**src/rtl/dout_event_receiver_if.sv**
```systemverilog
// -----------------------------------------------------------------------------
// dout_event_receiver_if
//
// Bundles the signals of the SURF readout byte link with the payload stream
// that comes out of the receiver. Everything runs in the ifclk domain.
//
// Signals:
//   dout_data_i        8  received byte (transmitter -> receiver)
//   dout_data_valid_i  1  byte qualifier (transmitter -> receiver)
//   dout_data_phase_o  1  one-cycle pacing strobe (receiver -> transmitter)
//   m_axis_tdata       8  payload byte (receiver -> sink)
//   m_axis_tvalid      1  payload qualifier; the link has no backpressure
//   m_axis_tlast       1  last payload byte of an event
//
// Modports:
//   slave  : the receiver side (consumes bytes, drives phase and payload)
//   master : the transmitter/sink side (drives bytes, observes the rest)
// -----------------------------------------------------------------------------
interface dout_event_receiver_if;
  logic [7:0] dout_data_i;
  logic       dout_data_valid_i;
  logic       dout_data_phase_o;
  logic [7:0] m_axis_tdata;
  logic       m_axis_tvalid;
  logic       m_axis_tlast;

  modport slave (
    input  dout_data_i,
    input  dout_data_valid_i,
    output dout_data_phase_o,
    output m_axis_tdata,
    output m_axis_tvalid,
    output m_axis_tlast
  );

  modport master (
    output dout_data_i,
    output dout_data_valid_i,
    input  dout_data_phase_o,
    input  m_axis_tdata,
    input  m_axis_tvalid,
    input  m_axis_tlast
  );
endinterface

```
**src/rtl/dout_event_receiver.sv**
```systemverilog
// -----------------------------------------------------------------------------
// dout_event_receiver
//
// Far end of the SURF readout byte link. Deframes the ifclk-domain byte stream
// into events: a 4-byte header (event number, trigger time) followed by
// PAYLOAD_BYTES payload bytes that are forwarded as a byte stream with tlast.
// Also drives the free-running phase strobe that paces the transmitter, and
// aborts an event when the link goes idle for TIMEOUT cycles mid-event.
//
// Optional feature (macro DOUT_RX_SEQCHK_EN): checks each received event
// number against the expected one and pulses err_seq_o on a discontinuity.
// Without the macro err_seq_o is tied low.
//
// Ports:
//   ifclk_i         in   1   sole clock
//   ifclk_resetb_i  in   1   synchronous active-low reset
//   link            if       dout_event_receiver_if.slave (byte link + payload)
//   event_no_o      out  16  header event number, held until next header
//   trig_time_o     out  16  header trigger time, held until next header
//   hdr_valid_o     out  1   one-cycle pulse when a header completes
//   err_timeout_o   out  1   one-cycle pulse on in-event timeout abort
//   err_seq_o       out  1   one-cycle pulse on event-number mismatch
//   busy_o          out  1   high whenever an event is in progress
// -----------------------------------------------------------------------------
module dout_event_receiver #(
  parameter int PAYLOAD_BYTES = 12288,
  parameter int PHASE_PERIOD  = 4,
  parameter int TIMEOUT       = 1024
) (
  input  logic                    ifclk_i,
  input  logic                    ifclk_resetb_i,
  dout_event_receiver_if.slave    link,
  output logic [15:0]             event_no_o,
  output logic [15:0]             trig_time_o,
  output logic                    hdr_valid_o,
  output logic                    err_timeout_o,
  output logic                    err_seq_o,
  output logic                    busy_o
);

  localparam int PCW = $clog2(PAYLOAD_BYTES + 1);
  localparam int GW  = $clog2(TIMEOUT + 1);
  localparam int PHW = $clog2(PHASE_PERIOD);

  localparam logic [PCW-1:0] PAY_LAST = PCW'(PAYLOAD_BYTES - 1);
  localparam logic [GW-1:0]  GAP_LAST = GW'(TIMEOUT - 1);
  localparam logic [PHW-1:0] PH_LAST  = PHW'(PHASE_PERIOD - 1);

  typedef enum logic [1:0] {
    ST_IDLE = 2'd0,
    ST_HDR  = 2'd1,
    ST_PAY  = 2'd2
  } state_t;

  // Registered state
  state_t           state_r;
  logic [1:0]       hdr_cnt_r;
  logic [23:0]      shadow_r;      // {b0, b1, b2}; b3 is taken straight from the link
  logic [PCW-1:0]   pay_cnt_r;
  logic [GW-1:0]    gap_r;
  logic [PHW-1:0]   ph_cnt_r;
  logic             phase_r;
  logic [7:0]       tdata_r;
  logic             tvalid_r;
  logic             tlast_r;
  logic [15:0]      event_no_r;
  logic [15:0]      trig_time_r;
  logic             hdr_valid_r;
  logic             err_to_r;

  // Next-state values
  state_t           state_nxt_s;
  logic [1:0]       hdr_cnt_nxt_s;
  logic [23:0]      shadow_nxt_s;
  logic [PCW-1:0]   pay_cnt_nxt_s;
  logic [GW-1:0]    gap_nxt_s;
  logic [7:0]       tdata_nxt_s;
  logic             tvalid_nxt_s;
  logic             tlast_nxt_s;
  logic [15:0]      event_no_nxt_s;
  logic [15:0]      trig_time_nxt_s;
  logic             hdr_valid_nxt_s;
  logic             err_to_nxt_s;

  logic [7:0]       din_s;
  logic             vin_s;
  logic             hdr_done_s;
  logic [15:0]      rx_evno_s;
  logic [15:0]      rx_trig_s;

  assign din_s      = link.dout_data_i;
  assign vin_s      = link.dout_data_valid_i;
  // Header completes on the cycle the fourth byte is accepted.
  assign hdr_done_s = (state_r == ST_HDR) && vin_s && (hdr_cnt_r == 2'd3);
  assign rx_evno_s  = shadow_r[23:8];
  assign rx_trig_s  = {shadow_r[7:0], din_s};

  // Free-running phase counter and registered phase strobe (state independent).
  always_ff @(posedge ifclk_i) begin
    if (!ifclk_resetb_i) begin
      ph_cnt_r <= PHW'(0);
      phase_r  <= 1'b0;
    end else begin
      phase_r  <= (ph_cnt_r == PHW'(0));
      ph_cnt_r <= (ph_cnt_r == PH_LAST) ? PHW'(0) : ph_cnt_r + PHW'(1);
    end
  end

  // Deframer next-state and next-output logic.
  always_comb begin
    state_nxt_s     = state_r;
    hdr_cnt_nxt_s   = hdr_cnt_r;
    shadow_nxt_s    = shadow_r;
    pay_cnt_nxt_s   = pay_cnt_r;
    gap_nxt_s       = gap_r;
    tdata_nxt_s     = 8'h00;
    tvalid_nxt_s    = 1'b0;
    tlast_nxt_s     = 1'b0;
    event_no_nxt_s  = event_no_r;
    trig_time_nxt_s = trig_time_r;
    hdr_valid_nxt_s = 1'b0;
    err_to_nxt_s    = 1'b0;

    case (state_r)
      ST_IDLE: begin
        // Idle cycles between events never time out.
        gap_nxt_s     = GW'(0);
        pay_cnt_nxt_s = PCW'(0);
        if (vin_s) begin
          shadow_nxt_s[23:16] = din_s;
          hdr_cnt_nxt_s       = 2'd1;
          state_nxt_s         = ST_HDR;
        end else begin
          hdr_cnt_nxt_s = 2'd0;
        end
      end

      ST_HDR: begin
        if (vin_s) begin
          gap_nxt_s = GW'(0);
          if (hdr_cnt_r == 2'd3) begin
            event_no_nxt_s  = rx_evno_s;
            trig_time_nxt_s = rx_trig_s;
            hdr_valid_nxt_s = 1'b1;
            hdr_cnt_nxt_s   = 2'd0;
            pay_cnt_nxt_s   = PCW'(0);
            state_nxt_s     = ST_PAY;
          end else begin
            case (hdr_cnt_r)
              2'd1:    shadow_nxt_s[15:8]  = din_s;
              2'd2:    shadow_nxt_s[7:0]   = din_s;
              default: shadow_nxt_s[23:16] = din_s;
            endcase
            hdr_cnt_nxt_s = hdr_cnt_r + 2'd1;
          end
        end else if (gap_r == GAP_LAST) begin
          // Abort before the header completes: published header stays as is.
          err_to_nxt_s  = 1'b1;
          gap_nxt_s     = GW'(0);
          hdr_cnt_nxt_s = 2'd0;
          state_nxt_s   = ST_IDLE;
        end else begin
          gap_nxt_s = gap_r + GW'(1);
        end
      end

      ST_PAY: begin
        if (vin_s) begin
          gap_nxt_s    = GW'(0);
          tdata_nxt_s  = din_s;
          tvalid_nxt_s = 1'b1;
          if (pay_cnt_r == PAY_LAST) begin
            tlast_nxt_s   = 1'b1;
            pay_cnt_nxt_s = PCW'(0);
            state_nxt_s   = ST_IDLE;
          end else begin
            pay_cnt_nxt_s = pay_cnt_r + PCW'(1);
          end
        end else if (gap_r == GAP_LAST) begin
          // Partial payload is dropped without a tlast.
          err_to_nxt_s  = 1'b1;
          gap_nxt_s     = GW'(0);
          pay_cnt_nxt_s = PCW'(0);
          state_nxt_s   = ST_IDLE;
        end else begin
          gap_nxt_s = gap_r + GW'(1);
        end
      end

      default: begin
        gap_nxt_s     = GW'(0);
        hdr_cnt_nxt_s = 2'd0;
        pay_cnt_nxt_s = PCW'(0);
        state_nxt_s   = ST_IDLE;
      end
    endcase
  end

  // Deframer state and output registers.
  always_ff @(posedge ifclk_i) begin
    if (!ifclk_resetb_i) begin
      state_r     <= ST_IDLE;
      hdr_cnt_r   <= 2'd0;
      shadow_r    <= 24'h000000;
      pay_cnt_r   <= PCW'(0);
      gap_r       <= GW'(0);
      tdata_r     <= 8'h00;
      tvalid_r    <= 1'b0;
      tlast_r     <= 1'b0;
      event_no_r  <= 16'h0000;
      trig_time_r <= 16'h0000;
      hdr_valid_r <= 1'b0;
      err_to_r    <= 1'b0;
    end else begin
      state_r     <= state_nxt_s;
      hdr_cnt_r   <= hdr_cnt_nxt_s;
      shadow_r    <= shadow_nxt_s;
      pay_cnt_r   <= pay_cnt_nxt_s;
      gap_r       <= gap_nxt_s;
      tdata_r     <= tdata_nxt_s;
      tvalid_r    <= tvalid_nxt_s;
      tlast_r     <= tlast_nxt_s;
      event_no_r  <= event_no_nxt_s;
      trig_time_r <= trig_time_nxt_s;
      hdr_valid_r <= hdr_valid_nxt_s;
      err_to_r    <= err_to_nxt_s;
    end
  end

`ifdef DOUT_RX_SEQCHK_EN
  logic [15:0] exp_evno_r;
  logic [15:0] exp_evno_nxt_s;
  logic        err_seq_r;
  logic        err_seq_nxt_s;

  // Sequence check: compare at header completion, then resynchronise to
  // received+1 so a single discontinuity reports exactly once.
  always_comb begin
    exp_evno_nxt_s = exp_evno_r;
    err_seq_nxt_s  = 1'b0;
    if (hdr_done_s) begin
      err_seq_nxt_s  = (rx_evno_s != exp_evno_r);
      exp_evno_nxt_s = rx_evno_s + 16'd1;
    end else begin
      exp_evno_nxt_s = exp_evno_r;
    end
  end

  // Expected event number and sequence error pulse registers.
  always_ff @(posedge ifclk_i) begin
    if (!ifclk_resetb_i) begin
      exp_evno_r <= 16'h0000;
      err_seq_r  <= 1'b0;
    end else begin
      exp_evno_r <= exp_evno_nxt_s;
      err_seq_r  <= err_seq_nxt_s;
    end
  end

  assign err_seq_o = err_seq_r;
`else
  assign err_seq_o = 1'b0;
`endif

  assign link.dout_data_phase_o = phase_r;
  assign link.m_axis_tdata      = tdata_r;
  assign link.m_axis_tvalid     = tvalid_r;
  assign link.m_axis_tlast      = tlast_r;
  assign event_no_o             = event_no_r;
  assign trig_time_o            = trig_time_r;
  assign hdr_valid_o            = hdr_valid_r;
  assign err_timeout_o          = err_to_r;
  assign busy_o                 = (state_r != ST_IDLE);

endmodule

```
**src/flat_wrapper.sv**
```systemverilog
// flat-port wrapper written by rule: the top's interface ports become plain ports
module dout_event_receiver_flat 
#(
  parameter int PAYLOAD_BYTES = 12288,
  parameter int PHASE_PERIOD  = 4,
  parameter int TIMEOUT       = 1024
)
  (ifclk_i, ifclk_resetb_i, event_no_o, trig_time_o, hdr_valid_o, err_timeout_o, err_seq_o, busy_o, link_dout_data_i, link_dout_data_valid_i, link_dout_data_phase_o, link_m_axis_tdata, link_m_axis_tvalid, link_m_axis_tlast);
  dout_event_receiver_if link_i ();
  input  logic ifclk_i;
  input  logic ifclk_resetb_i;
  output logic [15:0] event_no_o;
  output logic [15:0] trig_time_o;
  output logic hdr_valid_o;
  output logic err_timeout_o;
  output logic err_seq_o;
  output logic busy_o;
  input wire logic [$bits(link_i.dout_data_i)-1:0] link_dout_data_i;
  input wire logic [$bits(link_i.dout_data_valid_i)-1:0] link_dout_data_valid_i;
  output wire logic [$bits(link_i.dout_data_phase_o)-1:0] link_dout_data_phase_o;
  output wire logic [$bits(link_i.m_axis_tdata)-1:0] link_m_axis_tdata;
  output wire logic [$bits(link_i.m_axis_tvalid)-1:0] link_m_axis_tvalid;
  output wire logic [$bits(link_i.m_axis_tlast)-1:0] link_m_axis_tlast;
  assign link_i.dout_data_i = link_dout_data_i;
  assign link_i.dout_data_valid_i = link_dout_data_valid_i;
  assign link_dout_data_phase_o = link_i.dout_data_phase_o;
  assign link_m_axis_tdata = link_i.m_axis_tdata;
  assign link_m_axis_tvalid = link_i.m_axis_tvalid;
  assign link_m_axis_tlast = link_i.m_axis_tlast;
  dout_event_receiver #(.PAYLOAD_BYTES(PAYLOAD_BYTES), .PHASE_PERIOD(PHASE_PERIOD), .TIMEOUT(TIMEOUT)) u_core (.ifclk_i(ifclk_i), .ifclk_resetb_i(ifclk_resetb_i), .link(link_i), .event_no_o(event_no_o), .trig_time_o(trig_time_o), .hdr_valid_o(hdr_valid_o), .err_timeout_o(err_timeout_o), .err_seq_o(err_seq_o), .busy_o(busy_o));
endmodule
```
**config.mk**
```make
export PLATFORM = sky130hd
export DESIGN_NAME = dout_event_receiver_flat
export DESIGN_NICKNAME = d
export VERILOG_FILES = /design/src/rtl/dout_event_receiver_if.sv /design/src/rtl/dout_event_receiver.sv /design/src/flat_wrapper.sv
export SDC_FILE = /design/constraint.sdc
export NUM_CORES = 1
export LEC_CHECK = 0
export BUFFER_PORTS_ARGS = -buffer_cell sky130_fd_sc_hd__buf_2
export CAP_MARGIN = 40
export CORE_MARGIN = 5
export CORE_UTILIZATION = 47
export CTS_CLUSTER_SIZE = 30
export DETAILED_ROUTE_END_ITERATION = 16
export PLACE_DENSITY = 0.68
export SYNTH_ARGS = -nofsm -noshare
export SYNTH_HDL_FRONTEND = slang
export SYNTH_SLANG_ARGS = --single-unit
```
**constraint.sdc**
```tcl
create_clock -name ifclk_i -period 2.5 [get_ports ifclk_i]
set_input_delay 0.375 -clock ifclk_i [delete_from_list [all_inputs] [get_ports ifclk_i]]
set_output_delay 0.375 -clock ifclk_i [all_outputs]
set_load 0.01 [all_outputs]
```
* After elaboration in Yosys (flattened, before gate mapping)
Index checks and enable logic that the tools add are counted.
** Word-level totals
- Bits in registers :: 100
- Output and inout port bits :: 47
- Word-level logic and storage cells :: 89
** Operators by class
- Add/sub/neg operators :: 4
- Equal/unequal tests :: 17
- Mux-type cells :: 29
- Bitwise logic cells :: 4
- Reductions and logical operators :: 19
** Operators with widths (count)
- $mux W14 :: 5
- $mux W24 :: 2
- $mux W8 :: 4
- $pmux W14 S2 :: 1
- $mux W2 :: 9
- $pmux W8 S2 :: 1
- $reduce_and A3 Y1 :: 5
- $add A14 B1 Y14 const B :: 1
- $eq A14 B14 Y1 const B :: 1
- $pmux W2 S3 :: 2
- $add A11 B1 Y11 const B :: 1
- $eq A11 B10 Y1 const B :: 1
- $ne A2 B2 Y1 const B :: 5
- $eq A2 B2 Y1 const B :: 4
- $reduce_and A4 Y1 :: 2
- $ne A3 B2 Y1 const B :: 2
- $ne A3 B3 Y1 const B :: 2
- $reduce_or A2 Y1 :: 3
- $mux W1 :: 5
- $reduce_and A5 Y1 :: 1
- $add A2 B1 Y2 const B :: 2
- $eq A2 B1 Y1 const B :: 2
- $logic_not A2 Y1 :: 2
- $not A1 Y1 :: 4
- other kinds (4) :: 6

* Longest topological paths before layout
Gate-level depths: netlist of run 1.
- Depth after elaboration :: 6
- Gate-level depth with buffers :: 10
- Gate-level depth less buffers :: 7

* Least setup slack after synthesis of run 1
Ideal clock, no wire load.
- Path kind :: reg-to-reg
- Start point :: register u_core.state_r[1]
- End point :: register u_core.pay_cnt_r[12]
- Data arrival time :: 1.739 ns
- Path slack :: 0.647 ns
- Cell stages (with the launch flop) :: 11
- Path buffers :: 3
- Period minus slack after synthesis :: 1.853 ns
- Path through :: dfxtp_1 inv_1 ha_1 buf_2 nor2b_1 buf_4 nor2b_1 o21ai_2 buf_6 a22o_2 a21o_1
** Between the ends
- Longest elaborated chain between the ends :: 3
** Ends and longest elaborated chain
- start: declaration :: RTL line dout_event_receiver.sv:56 : state_t state_r;
- start signal: assignment :: RTL line dout_event_receiver.sv:215 : state_r <= state_nxt_s;
- $eq A2 B2 Y1 or $eq A2 B1 Y1 (tied branches) :: RTL line dout_event_receiver.sv:124 : case (state_r)
- $ne A3 B2 Y1 (no source line) or $ne A2 B2 Y1 (tied branches)
- $reduce_and A3 Y1 (no source line)
- end signal: assignment :: RTL line dout_event_receiver.sv:218 : pay_cnt_r <= pay_cnt_nxt_s;
- end: declaration :: RTL line dout_event_receiver.sv:59 : logic [PCW-1:0] pay_cnt_r;
Parallel ways exist; a longest one is shown, timed or not.
A chain may end at the register's enable or synchronous reset.

* Final worst setup path of run 1
- Start point :: register u_core.state_r[1]
- End point :: register u_core.shadow_r[17]
** Between the ends
- Longest elaborated chain between the ends :: 3
** Ends and longest elaborated chain
- $eq A2 B1 Y1 or $logic_not A2 Y1 (tied branches) :: RTL line dout_event_receiver.sv:124
- $ne A2 B2 Y1 (no source line) or $reduce_bool A2 Y1 (tied branches)
- $reduce_and A5 Y1 (no source line)
- end signal: assignment :: RTL line dout_event_receiver.sv:217 : shadow_r <= shadow_nxt_s;
- end: declaration :: RTL line dout_event_receiver.sv:58 : logic [23:0] shadow_r;
Parallel ways exist; a longest one is shown, timed or not.

==> results of run 1 <==
==> power by group <==
group	internal (mW)	total, mW	switching (mW)	leakage, nW
Clock	0.383	0.962	0.579	0.0945
Combinational	0.0937	0.236	0.143	0.950
Sequential	1.62	1.64	0.0201	0.808
Total	2.10	2.84	0.741	1.85
==> registers in the layout, indices dropped and copies added, names as in the netlist <==
register                       count
u_core.shadow_r                   24
u_core.event_no_o                 16
u_core.trig_time_o                16
u_core.pay_cnt_r                  14
u_core.gap_r                      11
u_core.link.m_axis_tdata           8
u_core.hdr_cnt_r                   2
u_core.ph_cnt_r                    2
u_core.state_r                     2
u_core.err_timeout_o               1
u_core.hdr_valid_o                 1
u_core.link.dout_data_phase_o      1
u_core.link.m_axis_tlast           1
u_core.link.m_axis_tvalid          1
==> logic make-up (layout without fill, tap and decap cells) <==
family	Yosys count	after routing	synth area share
adder cells (fa/ha/maj)	11	11	0.0343
AND/OR/NAND/NOR	209	209	0.242
buffers and inverters	39	91	0.0446
other	1	1	0.000934
multiplexers	8	8	0.0199
flip-flops	100	100	0.499
AO/OA/AOI/OAI	91	91	0.142
XOR/XNOR	8	8	0.0174
==> layout make-up <==
cell class / instances / area share
well taps: 105 / 0.0290
clock buffers: 10 / 0.0282
multi-input cells: 328 / 0.405
inverters: 13 / 0.0108
clock inverters: 6 / 0.0127
flip-flops and latches: 100 / 0.442
repair buffers: 62 / 0.0719
==> metal layers <==
metal | track usage | vias to the layer above | share of wire | wire (um)
met5 | 0 | - | 0 | 0
met4 | 0.0646 | 0 | 0.016 | 133
met3 | 0.0451 | 13 | 0.062 | 526
met2 | 0.273 | 79 | 0.45 | 3850
met1 | 0.217 | 1506 | 0.47 | 4030
li1 | - | 1666 | - | -
==> worst min-delay path, delay by kind of cell <==
family / cells / cell delay, ns
and+or+nand+nor: 1 / 0.06
buffers and inverters: 1 / 0.14
AOI/OAI and AO/OA: 1 / 0.05
==> worst paths after layout <==
| check | startpoint | to | slack [ns] | cells after the start |
|---|---|---|---|---|
| setup / recovery | u_core.state_r[1]$_SDFFE_PN0P_ | u_core.shadow_r[17]$_SDFFE_PN0P_ | 0.39 | 7 |
| hold / removal | link_dout_data_i[6] | u_core.trig_time_o[6]$_SDFFE_PN0P_ | 0.31 | 3 |
| setup reg to reg | u_core.state_r[1]$_SDFFE_PN0P_ | u_core.shadow_r[17]$_SDFFE_PN0P_ | 0.39 | 7 |
| hold reg to reg | u_core.shadow_r[8]$_SDFFE_PN0P_ | u_core.event_no_o[0]$_SDFFE_PN0P_ | 0.45 | 2 |
==> metrics by stage <==
| step | instance area, um2 | power [mW] | hold slack (ns) | cells |
|---|---|---|---|---|
| 6_report | 4530 | 2.84 | 0.306 | 624 |
| 5_1_grt | 4530 | 2.97 | 0.287 | 624 |
| 4_1_cts | 4530 | 2.87 | 0.288 | 624 |
| 3_5_place_dp | 4340 | 1.91 | 0.444 | 608 |
| 3_3_place_gp | 4340 | 1.91 | 0.436 | 608 |
| 2_1_floorplan | 4020 | 1.86 | 0.428 | 467 |
==> placed cells by master, fill, tap and decap left out, drive strengths merged, types with 2 or more instances in the layout <==
| cell | count |
|---|---|
| clkinv | 4 |
| xnor2 | 4 |
| or2 | 2 |
| a21oi | 54 |
| ha | 11 |
| nand2b | 2 |
| nand4 | 5 |
| nor4 | 3 |
| nor3 | 9 |
| inv | 15 |
| nor2b | 4 |
| a21o | 8 |
| nor2 | 32 |
| clkbuf | 10 |
| and3 | 8 |
| a22o | 7 |
| buf | 62 |
| mux2i | 8 |
| nand3 | 19 |
| o221a | 2 |
| dfxtp | 100 |
| nand2 | 104 |
| nor3b | 5 |
| xor2 | 4 |
| o21ai | 9 |
| and2 | 11 |
==> impl_metrics.csv, run 1 <==
group,metric,value,unit
run_status,outcome,"complete, no violations",
layout,num_antenna_cells,0,
logic_synthesis,yosysTopAreaCell,"dfxtp_1",
setup_path,worst_ep_arrival_time,2.34,ns
detailed_routing,wl_per_cell,13.7,um
flow_run,drv_cap,0,
logic_synthesis,synth_edf_count,0,
logic_synthesis,yosys_warnings,0,
detailed_routing,totalWireLength,8550,um
logic_synthesis,synth.distinct_cells,51,
timing,fin_crit_sh,0.843,
setup_path,crit_required,2.73,ns
timing,drv_slew,0,
floorplanning,fp.dieArea,10500,um2
logic_synthesis,synth_area,4020,um2
place,dp_hpwl,5930,um
timing,max_slew_margin,0.577,
place,gp_congestion,0.845,
layout,final_core_util,0.548,
clock_tree,post_cts_buffers,0,
setup_path,crit_family,"simple AND/OR/NAND/NOR gates",
logic_synthesis,synth_common_cells,"nand2_1 (104), dfxtp_1 (100), a21oi_1 (54), nor2_1 (32), nand3_1 (17)",
place,preCtsSetupSlack,0.408,ns
timing,tightestPinTransition,0.635,ns
grt,grt_max_degree,64,
layout,nets,536,
floorplanning,rows,33,
floorplanning,pin_count,58,
clock_tree,clock_latency,0.36,ns
clock_tree,ctsHoldBuffers,0,
clock_tree,root_buffer,"clkbuf_8",
logic_synthesis,ys.flop_type,"dfxtp_1",
setup_path,crit_path_top_delay_cell,"nor2b_1",
power,p_per_area,627,nW/um2
setup_path,crit_chain,"inv_1 -> ha_1 -> nor2b_1 -> a2bb2oi_1 -> nand2b_1 -> mux2i_1 -> nor2_1",
logic_synthesis,avgSynthCellArea,8.60,um2
detailed_routing,dr.pass1.iters,4,
timing,max_freq,474,MHz
logic_synthesis,async_flop_share,0,
setup_path,cp_max_fo,10,
timing,rsz0062_at_grt,"false",
power,vdd_drop_max,0.000248,V
detailed_routing,drt-vias-per-instance,5.23,
grt,grt-ovfl-total,0,
logic_synthesis,syn_nets,489,
grt,grt_pass1_wl,14100,um
floorplanning,initial_core_util,0.486,
setup_path,critPathKind,"flop to flop",
clock_tree,h-tree-depth,3,
timing,period_needed,2.11,ns
setup_path,slowest_delay,0.41,ns
clock_tree,cts_made_buffers,9,
layout,drive_above_1_share,0.181,
logic_synthesis,synth.most_common_cell,"nand2_1",
logic_synthesis,ys_seq_elements,100,
logic_synthesis,synth.yosys.seq_area_share,0.499,
setup_path,start_kind,"flop",
logic_synthesis,synthTopCellsByArea,"dfxtp_1 (50%), nand2_1 (9.7%), a21oi_1 (6.7%)",
clock_tree,cts_max_path_buffers,2,
detailed_routing,ant_nets,0,
clock_tree,clkSlewWorstSetupHoldPaths,0.09,ns
detailed_routing,vias,3264,
timing,setup_viol,0,
grt,antenna_found_initial,0,
floorplanning,core,8260,um2
timing,clock_skew,0.0119,ns
timing,fin_ws,0.392,ns
layout,fill_cells,779,
detailed_routing,drt_iter0_drc,83,
timing,final-hold-violation-count,0,
min_path,hold_class,"input pin to flop",
grt,grt_pass1_vias,3047,
logic_synthesis,yosys.area.top_type_share,0.499,
clock_tree,ctsResizeCount,0,
place,io_buffers,56,
setup_path,end_kind,"flop",
logic_synthesis,syn_inst,467,
layout,seqCellArea,2000,um2
clock_tree,tritoncts,"done",
floorplanning,die_width,102,um
timing,setup_tns,0,ns
grt,track_usage,0.169,
setup_path,cp_num_buf_inv,1,
layout,syn2layout_area_growth,12.7,%
layout,multi_input_area,1830,um2
detailed_routing,drc_errors,0,
floorplanning,die_h,102,um
clock_tree,clock-sinks,100,
power,power.leakage,1.85,nW
Note: power is estimated with default switching activity, not from simulation.
==> inputs of run 2 (changes only) <==
--- a/config.mk
+++ b/config.mk
@@ -11,7 +11,7 @@
 export CORE_UTILIZATION = 47
 export CTS_CLUSTER_SIZE = 30
 export DETAILED_ROUTE_END_ITERATION = 16
-export PLACE_DENSITY = 0.68
+export PLACE_DENSITY = 0.7
 export SYNTH_ARGS = -nofsm -noshare
 export SYNTH_HDL_FRONTEND = slang
 export SYNTH_SLANG_ARGS = --single-unit
==> constraint.sdc (replaced) <==
create_clock -name ifclk_i -period 1.8 [get_ports ifclk_i]
set_input_delay 0.27 -clock ifclk_i [delete_from_list [all_inputs] [get_ports ifclk_i]]
set_output_delay 0.27 -clock ifclk_i [all_outputs]
set_load 0.01 [all_outputs]
==> run 2 against run 1 <==
  * Wire length is 4.5% higher
  * Clock power is 40% higher
  * Register-to-register slack worse by 0.32 ns
  * Critical endpoint is now u_core.pay_cnt_r[5]$_SDFFE_PN0P_
==> impl_metrics.csv, run 2 (synthesis results as in run 1) <==
group,metric,value,unit
clock_tree,clock-sinks,100,
grt,grt_pass1_vias,3179,
grt,grt_pass1_wl,14800,um
clock_tree,clkSlewWorstSetupHoldPaths,0.10,ns
grt,grt-ovfl-total,0,
setup_path,reg2reg_slack,0.07,ns
layout,mostFrequentLayoutCells,"nand2_1 (104), dfxtp_1 (91), buf_2 (56)",
layout,final_core_util,0.578,
power,netSwitchingFraction,0.262,
floorplanning,initial_core_util,0.486,
place,placed_cells,626,
min_path,hold_end,"u_core.trig_time_o[0]$_SDFFE_PN0P_",
timing,rsz0062_at_grt,"true",
min_path,hold_class,"input pin to flop",
detailed_routing,drc_errors,0,
timing,clock_skew,0.0108,ns
setup_path,r2r_end,"u_core.pay_cnt_r[5]$_SDFFE_PN0P_",
setup_path,timing.rr.start,"u_core.pay_cnt_r[7]$_SDFFE_PN0P_",
layout,stdcell_count,644,
power,vdd_drop_max,0.000450,V
run_status,outcome,"complete, no violations",
floorplanning,pin_count,58,
layout,top_register,"u_core.shadow_r",
grt,grt_max_degree,64,
min_path,min-delay-start,"link_dout_data_i[0]",
clock_tree,root_buffer,"clkbuf_8",
power,p_sw,1.05,mW
timing,period_needed,1.73,ns
setup_path,end_kind,"flop",
setup_path,cp_max_fo,8,
setup_path,ff2ff_path_depth,5,
detailed_routing,drt-vias-per-instance,5.22,
detailed_routing,dr.pass1.iters,4,
floorplanning,fp.dieArea,10500,um2
place,preCtsSetupSlack,-0.0480,ns
detailed_routing,drt_iter0_drc,127,
power,total_power,4.01,mW
clock_tree,h-tree-depth,3,
clock_tree,clock_latency,0.37,ns
layout,fill_cells,744,
layout,syn2layout_area_growth,18.8,%
setup_path,crit_required,2.06,ns
layout,drive_above_1_share,0.251,
detailed_routing,ant_nets,0,
floorplanning,rows,33,
power,power_frac_seq,0.569,
flow_run,drv_cap,0,
setup_path,worst_ep_arrival_time,2.00,ns
timing,holdWs,0.184,ns
clock_tree,tritoncts,"done",
detailed_routing,wl_per_cell,13.9,um
setup_path,critPathKind,"flop to flop",
clock_tree,cts_made_buffers,9,
power,p_per_area,841,nW/um2
floorplanning,die_h,102,um
place,dp_hpwl,6290,um
layout,final_common_cell,"nand2_1",
place,gp_congestion,0.822,
floorplanning,core,8260,um2
detailed_routing,vias,3364,
floorplanning,die_width,102,um
power,combPwrFrac,0.094,
clock_tree,cts_max_path_buffers,2,
timing,fin_ws,0.0670,ns
grt,antenna_found_initial,1,
min_path,whs_path_depth,3,
timing,final-hold-violation-count,0,
layout,nets,555,
timing,fin_crit_sh,0.963,
place,io_buffers,56,
setup_path,start_kind,"flop",
detailed_routing,totalWireLength,8930,um
layout,largest_reg_flops,24,
grt,track_usage,0.176,
power,clkPwrFrac,0.337,
timing,max_freq,577,MHz
timing,setup_viol,0,
power,power.leakage,1.96,nW
power,p_int,2.96,mW
timing,drv_slew,0,
==> run 2: cell types whose count changed in the layout (fill, tap and decap cells not counted), sizes merged <==
cell / delta
inv: +3
clkinv: -2
buf: +19
clkbuf: -1
diode: +1
==> run 2: critical path: stages, from the launching register on <==
cell and delay [ns]:
dfxtp_1 0.39, nand3_2 0.13, or4_4 0.59, o21ai_4 0.27
nor3_1 0.09, a21o_1 0.16
==> run 2: worst max-delay path by stage <==
stage | startpoint | endpoint | slack, ns | depth (start not counted)
CTS | u_core.state_r[0]$_SDFFE_PN0P_ | u_core.pay_cnt_r[13]$_SDFFE_PN0P_ | 0.01 | 8
detailed placement | u_core.state_r[0]$_SDFFE_PN0P_ | u_core.pay_cnt_r[13]$_SDFFE_PN0P_ | -0.05 | 8
global placement | u_core.pay_cnt_r[0]$_SDFFE_PN0P_ | u_core.pay_cnt_r[2]$_SDFFE_PN0P_ | 0.03 | 6
floorplan | u_core.state_r[1]$_SDFFE_PN0P_ | u_core.pay_cnt_r[12]$_SDFFE_PN0P_ | 0.01 | 10
finish | u_core.pay_cnt_r[7]$_SDFFE_PN0P_ | u_core.pay_cnt_r[5]$_SDFFE_PN0P_ | 0.07 | 5
global route | u_core.state_r[0]$_SDFFE_PN0P_ | u_core.pay_cnt_r[1]$_SDFFE_PN0P_ | -0.03 | 7
==> run 2: power by group through the flow <==
| stage | Clock [mW] | Sequential, mW | Combinational [mW] |
|---|---|---|---|
| floorplan | 0 | 2.33 | 0.263 |
| global placement | 0 | 2.33 | 0.363 |
| detailed placement | 0 | 2.33 | 0.371 |
| CTS | 1.40 | 2.28 | 0.373 |
| global route | 1.50 | 2.29 | 0.421 |
| finish | 1.35 | 2.28 | 0.378 |
==> run 2: per-layer routing <==
metal | track usage | part of all wire | vias up
li1 | - | - | 1713
met1 | 0.213 | 0.44 | 1554
met2 | 0.298 | 0.48 | 82
met3 | 0.0608 | 0.061 | 15
met4 | 0.0464 | 0.018 | 0
met5 | 0 | 0 | -
==> run 2: cell type report <==
type / count / area, um2 / area share
timing repair buffer: 81 / 493 / 0.103
tap: 105 / 131 / 0.0275
antenna: 1 / 2.50 / 0.000525
sequential: 100 / 2010 / 0.422
clock buffer: 9 / 124 / 0.0260
clock inverter: 7 / 62.6 / 0.0131
inverter: 13 / 48.8 / 0.0102
multi-input combinational: 328 / 1900 / 0.397
==> run 2: stage by stage <==
stage / instance area (um2) / TNS [ns]
global route: 4770 / -0.137
finish: 4770 / 0
detailed placement: 4500 / -0.219
global placement: 4500 / 0
floorplan: 4020 / 0
CTS: 4700 / 0
==> run 2: what timing repair did <==
item                       in CTS  in global routing
hold buffers                    0                  0
setup buffers                   1                  0
resized for setup               1                 20
pin swaps                       2                  3
setup endpoints to repair       8                 29
